## src/rtl/date_diff_sequencer_if.sv

```systemverilog
// Request/response bundle for date_diff_sequencer: one date pair in, one
// difference result out, each on its own valid/ready handshake.
interface date_diff_sequencer_if;
    logic       in_valid;
    logic       in_ready;
    logic [4:0] day1;
    logic [3:0] mon1;
    logic [4:0] day2;
    logic [3:0] mon2;
    logic       out_valid;
    logic       out_ready;
    logic [8:0] day_diff;
    logic [3:0] mon_diff;
    logic       err;

    modport slave (
        input  in_valid, day1, mon1, day2, mon2, out_ready,
        output in_ready, out_valid, day_diff, mon_diff, err
    );

    modport master (
        output in_valid, day1, mon1, day2, mon2, out_ready,
        input  in_ready, out_valid, day_diff, mon_diff, err
    );
endinterface

```

## src/rtl/date_diff_sequencer.sv

```systemverilog
// Multi-cycle day/month distance between two dates: validate, accumulate
// month lengths one month per cycle, then emit absolute differences.
module date_diff_sequencer #(
    parameter bit LEAP = 1'b0
) (
    input  logic                  clk,
    input  logic                  rst_n,
    date_diff_sequencer_if.slave  bus
);

    typedef enum logic [2:0] {
        IDLE  = 3'd0,
        CHECK = 3'd1,
        ACC   = 3'd2,
        DIFF  = 3'd3,
        DONE  = 3'd4
    } state_e;

    state_e     state_q, state_d;
    logic [4:0] d1_q, d1_d, d2_q, d2_d;
    logic [3:0] m1_q, m1_d, m2_q, m2_d;
    logic [8:0] acc1_q, acc1_d, acc2_q, acc2_d;
    logic [3:0] m_q, m_d;
    logic [8:0] dd_q, dd_d;
    logic [3:0] md_q, md_d;
    logic       err_q, err_d;

    logic [3:0] mon_max;
    logic       ok1, ok2;
    logic [8:0] doy1, doy2;

    // Out-of-range months return 0, which also makes any day for them invalid.
    function automatic logic [4:0] mlen(input logic [3:0] m);
        logic [4:0] len;
        case (m)
            4'd2:                      len = LEAP ? 5'd29 : 5'd28;
            4'd4, 4'd6, 4'd9, 4'd11:   len = 5'd30;
            4'd1, 4'd3, 4'd5, 4'd7,
            4'd8, 4'd10, 4'd12:        len = 5'd31;
            default:                   len = 5'd0;
        endcase
        return len;
    endfunction

    always_comb begin
        mon_max = (m1_q > m2_q) ? m1_q : m2_q;
        ok1     = (m1_q != 4'd0) && (m1_q <= 4'd12) && (d1_q != 5'd0) && (d1_q <= mlen(m1_q));
        ok2     = (m2_q != 4'd0) && (m2_q <= 4'd12) && (d2_q != 5'd0) && (d2_q <= mlen(m2_q));
        doy1    = acc1_q + {4'd0, d1_q};
        doy2    = acc2_q + {4'd0, d2_q};
    end

    // State register
    always_ff @(posedge clk) begin
        if (!rst_n) state_q <= IDLE;
        else        state_q <= state_d;
    end

    // Next-state logic
    always_comb begin
        state_d = state_q;
        case (state_q)
            IDLE:  if (bus.in_valid) state_d = CHECK;
            CHECK: begin
                if (!(ok1 && ok2))           state_d = DONE;
                else if (mon_max == 4'd1)    state_d = DIFF;
                else                         state_d = ACC;
            end
            ACC:   if (m_q == mon_max - 4'd1) state_d = DIFF;
            DIFF:  state_d = DONE;
            DONE:  if (bus.out_ready) state_d = IDLE;
            default: state_d = IDLE;
        endcase
    end

    // Handshake outputs
    always_comb begin
        bus.in_ready  = (state_q == IDLE);
        bus.out_valid = (state_q == DONE);
        bus.day_diff  = dd_q;
        bus.mon_diff  = md_q;
        bus.err       = err_q;
    end

    always_comb begin
        d1_d   = d1_q;
        d2_d   = d2_q;
        m1_d   = m1_q;
        m2_d   = m2_q;
        acc1_d = acc1_q;
        acc2_d = acc2_q;
        m_d    = m_q;
        dd_d   = dd_q;
        md_d   = md_q;
        err_d  = err_q;
        case (state_q)
            IDLE: if (bus.in_valid) begin
                d1_d   = bus.day1;
                m1_d   = bus.mon1;
                d2_d   = bus.day2;
                m2_d   = bus.mon2;
                acc1_d = 9'd0;
                acc2_d = 9'd0;
                m_d    = 4'd1;
            end
            CHECK: if (!(ok1 && ok2)) begin
                err_d = 1'b1;
                dd_d  = 9'd0;
                md_d  = 4'd0;
            end
            ACC: begin
                if (m_q < m1_q) acc1_d = acc1_q + {4'd0, mlen(m_q)};
                if (m_q < m2_q) acc2_d = acc2_q + {4'd0, mlen(m_q)};
                m_d = m_q + 4'd1;
            end
            DIFF: begin
                dd_d  = (doy1 > doy2) ? (doy1 - doy2) : (doy2 - doy1);
                md_d  = (m1_q > m2_q) ? (m1_q - m2_q) : (m2_q - m1_q);
                err_d = 1'b0;
            end
            default: ;
        endcase
    end

    always_ff @(posedge clk) begin
        if (!rst_n) begin
            d1_q   <= '0;
            d2_q   <= '0;
            m1_q   <= '0;
            m2_q   <= '0;
            acc1_q <= '0;
            acc2_q <= '0;
            m_q    <= '0;
            dd_q   <= '0;
            md_q   <= '0;
            err_q  <= 1'b0;
        end else begin
            d1_q   <= d1_d;
            d2_q   <= d2_d;
            m1_q   <= m1_d;
            m2_q   <= m2_d;
            acc1_q <= acc1_d;
            acc2_q <= acc2_d;
            m_q    <= m_d;
            dd_q   <= dd_d;
            md_q   <= md_d;
            err_q  <= err_d;
        end
    end

endmodule

```

## src/flat_wrapper.sv

```systemverilog
// flat-port wrapper written by rule: the top's interface ports become plain ports
module date_diff_sequencer_flat 
#(
    parameter bit LEAP = 1'b0
)
  (clk, rst_n, bus_in_valid, bus_day1, bus_mon1, bus_day2, bus_mon2, bus_out_ready, bus_in_ready, bus_out_valid, bus_day_diff, bus_mon_diff, bus_err);
  date_diff_sequencer_if bus_i ();
  input  logic clk;
  input  logic rst_n;
  input wire logic [$bits(bus_i.in_valid)-1:0] bus_in_valid;
  input wire logic [$bits(bus_i.day1)-1:0] bus_day1;
  input wire logic [$bits(bus_i.mon1)-1:0] bus_mon1;
  input wire logic [$bits(bus_i.day2)-1:0] bus_day2;
  input wire logic [$bits(bus_i.mon2)-1:0] bus_mon2;
  input wire logic [$bits(bus_i.out_ready)-1:0] bus_out_ready;
  output wire logic [$bits(bus_i.in_ready)-1:0] bus_in_ready;
  output wire logic [$bits(bus_i.out_valid)-1:0] bus_out_valid;
  output wire logic [$bits(bus_i.day_diff)-1:0] bus_day_diff;
  output wire logic [$bits(bus_i.mon_diff)-1:0] bus_mon_diff;
  output wire logic [$bits(bus_i.err)-1:0] bus_err;
  assign bus_i.in_valid = bus_in_valid;
  assign bus_i.day1 = bus_day1;
  assign bus_i.mon1 = bus_mon1;
  assign bus_i.day2 = bus_day2;
  assign bus_i.mon2 = bus_mon2;
  assign bus_i.out_ready = bus_out_ready;
  assign bus_in_ready = bus_i.in_ready;
  assign bus_out_valid = bus_i.out_valid;
  assign bus_day_diff = bus_i.day_diff;
  assign bus_mon_diff = bus_i.mon_diff;
  assign bus_err = bus_i.err;
  date_diff_sequencer #(.LEAP(LEAP)) u_core (.clk(clk), .rst_n(rst_n), .bus(bus_i));
endmodule
```

## config.mk

```make
export PLATFORM = sky130hd
export DESIGN_NAME = date_diff_sequencer_flat
export DESIGN_NICKNAME = d
export VERILOG_FILES = /design/src/rtl/date_diff_sequencer_if.sv /design/src/rtl/date_diff_sequencer.sv /design/src/flat_wrapper.sv
export SDC_FILE = /design/constraint.sdc
export NUM_CORES = 1
export LEC_CHECK = 0
export CAP_MARGIN = 30
export CORE_AREA = 2 2 133 135
export CTS_CLUSTER_DIAMETER = 80
export CTS_CLUSTER_SIZE = 14
export DETAILED_ROUTE_END_ITERATION = 8
export DIE_AREA = 0 0 135 137
export SYNTH_ARGS = -nofsm -noshare
export SYNTH_HDL_FRONTEND = slang
export SYNTH_SLANG_ARGS = --single-unit
```

## constraint.sdc

```tcl
create_clock -name clk -period 8.65 [get_ports clk]
set_clock_uncertainty 0.15 [all_clocks]
set_input_delay 0.865 -clock clk [delete_from_list [all_inputs] [get_ports clk]]
set_output_delay 0.865 -clock clk [all_outputs]
set_load 0.005 [all_outputs]
```

==> metrics.md, run 1 <==
| Metric | Value |
|---|---|
| Status | `completed` |
| ANT cells | `0` |
| Placed inst area | `0.00561 mm2` |
| Worst hold path type | `reg2reg` |
| Clock-pin slew on the worst setup and hold paths | `0.06 ns` |
| Clock power share | `40.4%` |
| Switching part of the total | `29.0%` |
| Share of power burned in registers | `34.9%` |
| Synthesized Nets | `678` |
| DP HPWL | `8.83 mm` |
| Minimum clock period after layout | `4.01 ns` |
| H-tree lvl count | `3` |
| Req. time, crit path | `8.73 ns` |
| Die extent in x | `135 um` |
| Worst path slowest cell | `fa_1` |
| Clock tree buffer depth | `2` |
| Crit. End Element | `register` |
| Post-route ant nets | `0` |
| IO buf count | `37` |
| Setup-failing EPs final | `0` |
| RSZ-0062 raised after global routing | `false` |
| Die Span Y | `137 um` |
| Max-slew headroom | `34.7%` |
| DR iter-0 viols | `230` |
| Mapped Area | `0.00502 mm2` |
| Layout cells sized above 1 | `4.63%` |
| GRT Total Usage | `13.4%` |
| Crit start category | `register` |
| Top delay family on crit path | `compound AO/OA/AOI/OAI gates` |
| Starting Density | `29.4%` |
| Max VDD drop | `0.0000980 V` |
| Yosys warns | `0` |
| Seq cells post-synth | `66` |
| Rows | `48` |
| Critical path's largest stage delay | `0.40 ns` |
| Net Switching | `0.000278 W` |
| Setup Buffers After CTS | `0` |
| Crit share post-route | `46.3%` |
| Hold-fix buffers at CTS | `0` |
| Asr flop ratio synth | `0%` |
| Sequential area share after synthesis | `26.3%` |
| Crit path max fanout | `10` |
| CTS Sinks | `66` |
| Power Density | `162 mW/mm2` |
| Buf/Inv on CP | `0` |
| Clk root buf | `clkbuf_16` |
| Largest area contributor in the netlist | `dfxtp_1` |
| Slew Viols, Final | `0` |
| Post-DR wirelength/cell | `13.5 um` |
| Vias/cell | `4.83` |
| DRT Pass-1 Iters | `4` |
| Inserted Clock Buffers | `9` |
| CTS tree | `built` |
| Measured slew at the worst slew-check pin | `0.977 ns` |
| Die Area | `0.0185 mm2` |
| Synth-to-layout area growth | `18.1%` |
| Floorplan core area | `0.0171 mm2` |
| WP data arrival | `4.08 ns` |
| Final instance area | `0.00593 mm2` |
| GR Overflow Total | `0` |
| Layout Nets | `713` |
| I/O Pins | `38` |
| Combinational fraction of design power | `24.7%` |
| Post-CTS sizing | `0` |
| Drt drc | `0` |
| First-pass GRT wire length | `19.5 mm` |
| Post-synthesis cell count | `586` |
| Initial antenna violation count | `0` |
| Max_cap viols | `0` |
| Most used DFF post-synth | `dfxtp_1` |
| Largest net degree at the start of global routing | `53` |
| Total leakage power | `2.54 nW` |
| DR vias | `4,113` |
| Clock latency on the worst-skew pair | `0.34 ns` |
| Distinct cell type count after synthesis | `65` |
| Synth top area share | `26.3%` |
| Post-synth EDFFs | `0` |
| Crit path cell chain | `ha_1 > fa_1 > a21o_1 > a21oi_1 > nor2b_1 > o21ai_0 > xor2_1 > ha_1 > and3_1 > nand3_1 > nand3_1 > o21ai_4 > mux2_1 > xor2_1 > a32o_1` |
| Vias in the first global route | `4,040` |
| Power Internal | `0.000681 W` |
| Routability Congestion | `0.882` |
| Final hold vios | `0` |
| Setup_tns | `0 ns` |
| Fmax | `250 MHz` |
| DRT Wirelength | `11.5 mm` |
| Synth top area cells | `dfxtp_1 26%, ha_1 15%, nand2_1 4.9%` |
| Critical path class | `reg2reg` |
| Syn Area/Cell | `8.56 um2` |
## per-layer routing
metal  up-vias  track usage, %  part of all wire (%)
li1       2130               -                     -
met1      1879            17.9                    51
met2        85            20.8                    42
met3        19            3.07                   3.9
met4         0            5.38                   2.1
met5         -               0                     0
## power groups by stage
stage / Clock [W] / Combinational, W / Sequential, W
after global placement: 0 / 0.000235 / 0.000341
after global routing: 0.000410 / 0.000270 / 0.000336
final: 0.000388 / 0.000237 / 0.000334
after detailed placement: 0 / 0.000238 / 0.000341
after CTS: 0.000399 / 0.000239 / 0.000334
after floorplan: 0 / 0.000185 / 0.000333
## cell usage after synthesis (all sizes together) (3+ instances only)
| cell type | count |
|---|---|
| or4 | 3 |
| a21boi | 28 |
| dfxtp | 66 |
| o211ai | 7 |
| nand3 | 13 |
| and2 | 10 |
| a21oi | 28 |
| nand4 | 3 |
| o22ai | 5 |
| fa | 8 |
| o211a | 3 |
| mux2i | 14 |
| a211o | 3 |
| nor3 | 4 |
| o21a | 7 |
| xor2 | 19 |
| inv | 50 |
| nor3b | 3 |
| ha | 62 |
| o21ai | 25 |
| buf | 9 |
| xnor2 | 18 |
| nand2b | 9 |
| a21o | 20 |
| o31ai | 4 |
| nor2b | 15 |
| or3 | 8 |
| nor2 | 27 |
| or3b | 3 |
| a211oi | 7 |
| a22oi | 4 |
| clkbuf | 7 |
| o21bai | 4 |
| nand2 | 65 |
| o31a | 4 |
## worst paths after layout
kind	from	to	slack, ns	depth (start not counted)
worst max-delay path	u_core.acc1_q[0]	u_core.bus.day_diff[4]	4.64	15
worst min-delay path	u_core.bus.day_diff[5]	u_core.bus.day_diff[5]	0.32	2
worst max register to register	u_core.acc1_q[0]	u_core.bus.day_diff[4]	4.64	15
worst min register to register	u_core.bus.day_diff[5]	u_core.bus.day_diff[5]	0.32	2
## placed cells by master (no fill, tap or decap), types with 4 or more instances in the layout
master,synthesis,layout
a211oi_1,6,6
a21boi_0,12,12
a21boi_1,16,16
a21o_1,20,20
a21oi_1,28,28
a22oi_1,4,4
and2_1,9,9
clkbuf_16,0,9
clkdlybuf4s50_1,0,37
dfxtp_1,66,66
fa_1,8,8
ha_1,62,62
inv_1,48,48
mux2i_1,14,14
nand2_1,65,65
nand2b_1,9,9
nand3_1,13,13
nor2_1,26,26
nor2b_1,15,15
nor3_1,4,4
o211ai_1,7,7
o21a_1,7,7
o21ai_0,17,17
o21ai_1,7,7
o21bai_1,4,4
o22ai_1,5,5
o31a_1,4,4
or3_1,8,8
xnor2_1,18,18
xor2_1,19,19
## area by class of cell
type                    instances  area, um2
clock buffers                  11        233
well taps                     225        282
flip-flops and latches         66       1320
inverters                      50        188
multi-input cells             454       3430
fillers                      1798      11100
repair buffers                 40        393
clock inverters                 5       78.8
## tightest hold or removal path, cell delays in order (launching register included)
cell	delay [ns]
dfxtp_1	0.30
nand3_1	0.05
o21ai_0	0.06
## per-stage QoR
step | power [W] | utilization (%) | std cells | setup slack, ns | hold slack, ns
floorplan | 0.000518 | - | 586 | 4.99 | 0.302
global placement | 0.000576 | 32.9 | 834 | 4.74 | 0.309
detailed placement | 0.000579 | 32.9 | 835 | 4.62 | 0.314
CTS | 0.000973 | 34.7 | 851 | 4.61 | 0.323
global route | 0.00102 | 34.7 | 851 | 4.35 | 0.334
finish | 0.000959 | 34.7 | 851 | 4.64 | 0.318
## kinds of logic after synthesis
| logic type | share of synthesized area, % |
|---|---|
| adder cells (fa/ha/maj) | 18.6 |
| multiplexers | 3.69 |
| AND/OR/NAND/NOR | 17.6 |
| XOR/XNOR | 6.46 |
| AO/OA/AOI/OAI | 22.0 |
| buffers and inverters | 5.31 |
| flip-flops | 26.3 |
No activity file was read; power rests on OpenSTA's default activity.
==> run 2: changes to the inputs <==
==> constraint.sdc (replaced) <==
create_clock -name clk -period 4 [get_ports clk]
set_clock_uncertainty 0.15 [all_clocks]
set_input_delay 0.4 -clock clk [delete_from_list [all_inputs] [get_ports clk]]
set_output_delay 0.4 -clock clk [all_outputs]
set_load 0.005 [all_outputs]
==> metrics.md, run 2 (synthesis results as in run 1) <==
| Metric | Value |
|---|---|
| Critical path's largest stage delay | `0.41 ns (was 0.40 ns)` |
| DR vias | `4,124 (was 4,113)` |
| Vias/cell | `4.81 (was 4.83)` |
| Power Total | `0.00202 W (was 0.000959 W)` |
| Crit. Startpoint | `u_core.d1_q[0] (was u_core.acc1_q[0])` |
| Placed inst area | `0.00567 mm2 (was 0.00561 mm2)` |
| WP data arrival | `3.87 ns (was 4.08 ns)` |
| DP HPWL | `9.05 mm (was 8.83 mm)` |
| Power Density | `337 mW/mm2 (was 162 mW/mm2)` |
| ANT cells | `0 (unchanged)` |
| Max-slew headroom | `32.9% (was 34.7%)` |
| Post-route ant nets | `0 (unchanged)` |
| Worst reg2reg path startpoint | `u_core.d1_q[0] (was u_core.acc1_q[0])` |
| DR iter-0 viols | `202 (was 230)` |
| Switching part of the total | `29.8% (was 29.0%)` |
| Die extent in x | `135 um (unchanged)` |
| Crit path max fanout | `5 (was 10)` |
| Largest net degree at the start of global routing | `29 (was 53)` |
| CTS tree | `built (unchanged)` |
| Filler instances | `1,811 (was 1,798)` |
| Critical path class | `reg2reg (unchanged)` |
| Max VDD drop | `0.000193 V (was 0.0000980 V)` |
| Crit share post-route | `94.8% (was 46.3%)` |
| Worst hold path type | `reg2reg (unchanged)` |
| H-tree lvl count | `3 (unchanged)` |
| Setup-failing EPs final | `0 (unchanged)` |
| Inserted Clock Buffers | `9 (unchanged)` |
| GR Overflow Total | `0 (unchanged)` |
| Clock latency on the worst-skew pair | `0.35 ns (was 0.34 ns)` |
| Minimum clock period after layout | `3.79 ns (was 4.01 ns)` |
| First-pass GRT wire length | `19.0 mm (was 19.5 mm)` |
| Max_cap viols | `0 (unchanged)` |
| Initial antenna violation count | `0 (unchanged)` |
| Routability Congestion | `0.854 (was 0.882)` |
| Hold-fix buffers at CTS | `0 (unchanged)` |
| CTS Sinks | `66 (unchanged)` |
| Hold Slack | `0.319 ns (was 0.318 ns)` |
| Layout cells sized above 1 | `7.42% (was 4.63%)` |
| I/O Pins | `38 (unchanged)` |
| Die Span Y | `137 um (unchanged)` |
| Clock tree buffer depth | `2 (unchanged)` |
| Slew Viols, Final | `0 (unchanged)` |
| Crit path cell chain | `ha_1 > fa_1 > a21o_1 > a21oi_2 > nor2b_1 > o21ai_1 > xor2_1 > ha_1 > and3_2 > nand3_1 > nand3_1 > o21ai_4 > mux2_1 > xor2_1 > a32o_1 (was ha_1 > fa_1 > a21o_1 > a21oi_1 > nor2b_1 > o21ai_0 > xor2_1 > ha_1 > and3_1 > nand3_1 > nand3_1 > o21ai_4 > mux2_1 > xor2_1 > a32o_1)` |
| Net Switching | `0.000603 W (was 0.000278 W)` |
| Vias in the first global route | `3,924 (was 4,040)` |
| Floorplan core area | `0.0171 mm2 (unchanged)` |
| Final hold vios | `0 (unchanged)` |
| DRT Pass-1 Iters | `4 (unchanged)` |
| DRT Wirelength | `11.6 mm (was 11.5 mm)` |
| Clock-pin slew on the worst setup and hold paths | `0.06 ns (about the same)` |
| Req. time, crit path | `4.08 ns (was 8.73 ns)` |
| Final instance area | `0.00600 mm2 (was 0.00593 mm2)` |
| Measured slew at the worst slew-check pin | `1.01 ns (was 0.977 ns)` |
| Pre-CTS WS | `0.0920 ns (was 4.62 ns)` |
| Layout Nets | `722 (was 713)` |
| Power Internal | `0.00142 W (was 0.000681 W)` |
| Crit. End Element | `register (unchanged)` |
| Fmax | `264 MHz (was 250 MHz)` |
| Post-DR wirelength/cell | `13.5 um (about the same)` |
| Rows | `48 (unchanged)` |
| Clk root buf | `clkbuf_16 (unchanged)` |
| Clock power share | `37.7% (was 40.4%)` |
| Die Area | `0.0185 mm2 (unchanged)` |
| Setup_tns | `0 ns (unchanged)` |
| Final worst slack | `0.209 ns (was 4.64 ns)` |
| Worst path slowest cell | `fa_1 (unchanged)` |
| GRT Total Usage | `13.1% (was 13.4%)` |
| Total leakage power | `2.58 nW (was 2.54 nW)` |
| Combinational fraction of design power | `26.7% (was 24.7%)` |
| Starting Density | `29.4% (unchanged)` |
| Crit start category | `register (unchanged)` |
| Synth-to-layout area growth | `19.6% (was 18.1%)` |
| Drt drc | `0 (unchanged)` |
| IO buf count | `37 (unchanged)` |
| HP Start | `u_core.bus.day_diff[7] (was u_core.bus.day_diff[5])` |
| Share of power burned in registers | `35.5% (was 34.9%)` |
| Status | `completed (unchanged)` |
| Most frequent cells in the layout | `64 x nand2_1, 64 x dfxtp_1, 62 x ha_1, 48 x inv_1, 37 x clkdlybuf4s50_1 (was 66 x dfxtp_1, 65 x nand2_1, 62 x ha_1, 48 x inv_1, 37 x clkdlybuf4s50_1)` |
[run 2: final timing paths]
path / end / slack, ns / cells after the start
worst min register to register: u_core.bus.day_diff[7] / 0.32 / 2
worst min-delay path: u_core.bus.day_diff[7] / 0.32 / 2
worst max-delay path: u_core.bus.day_diff[4] / 0.21 / 15
worst max register to register: u_core.bus.day_diff[4] / 0.21 / 15
[run 2: per-stage QoR]
step                util, %  std cells
floorplan                 -        586
global placement       33.3        843
detailed placement     33.3        843
CTS                    34.9        857
global route           35.2        858
finish                 35.2        858
[run 2: worst max-delay path, delay by kind of cell (launching register included)]
kind,cells,cell delay [ns]
AO/OA/AOI/OAI,5,0.94
multiplexers,1,0.36
XOR/XNOR,2,0.40
AND/OR/NAND/NOR,4,0.52
adder cells (fa/ha/maj),3,0.95
flip-flops,1,0.34
[run 2: area by class of cell]
| class | count | area [um2] | share of cell area, % |
|---|---|---|---|
| clock buffer | 11 | 233 | 3.88 |
| clock inverter | 3 | 42.5 | 0.709 |
| inverter | 50 | 188 | 3.13 |
| multi-input combinational | 454 | 3470 | 57.8 |
| sequential | 66 | 1320 | 22.1 |
| tap | 225 | 282 | 4.69 |
| timing repair buffer | 49 | 464 | 7.73 |
[run 2: routing by layer]
layer  share of wire (%)  track usage, %  up-vias
met4                 1.4            3.88        0
met2                  43            20.3       59
met1                  52            17.7     1906
met5                   0               0        -
met3                 3.9            3.93       15
li1                    -               -     2144
[run 2: power groups by stage]
stage                     registers [W]  clock network, W  logic (W)
final                          0.000718          0.000763   0.000541
after global routing           0.000722          0.000811   0.000604
after CTS                      0.000718          0.000782   0.000529
after detailed placement       0.000733                 0   0.000525
after global placement         0.000732                 0   0.000522
after floorplan                0.000720                 0   0.000401
[run 2: repair_timing]
item,CTS,global route
setup buffers,0,1
endpoints found under the hold margin,0,0
gates resized for setup,0,13
endpoints found under the setup margin,0,6
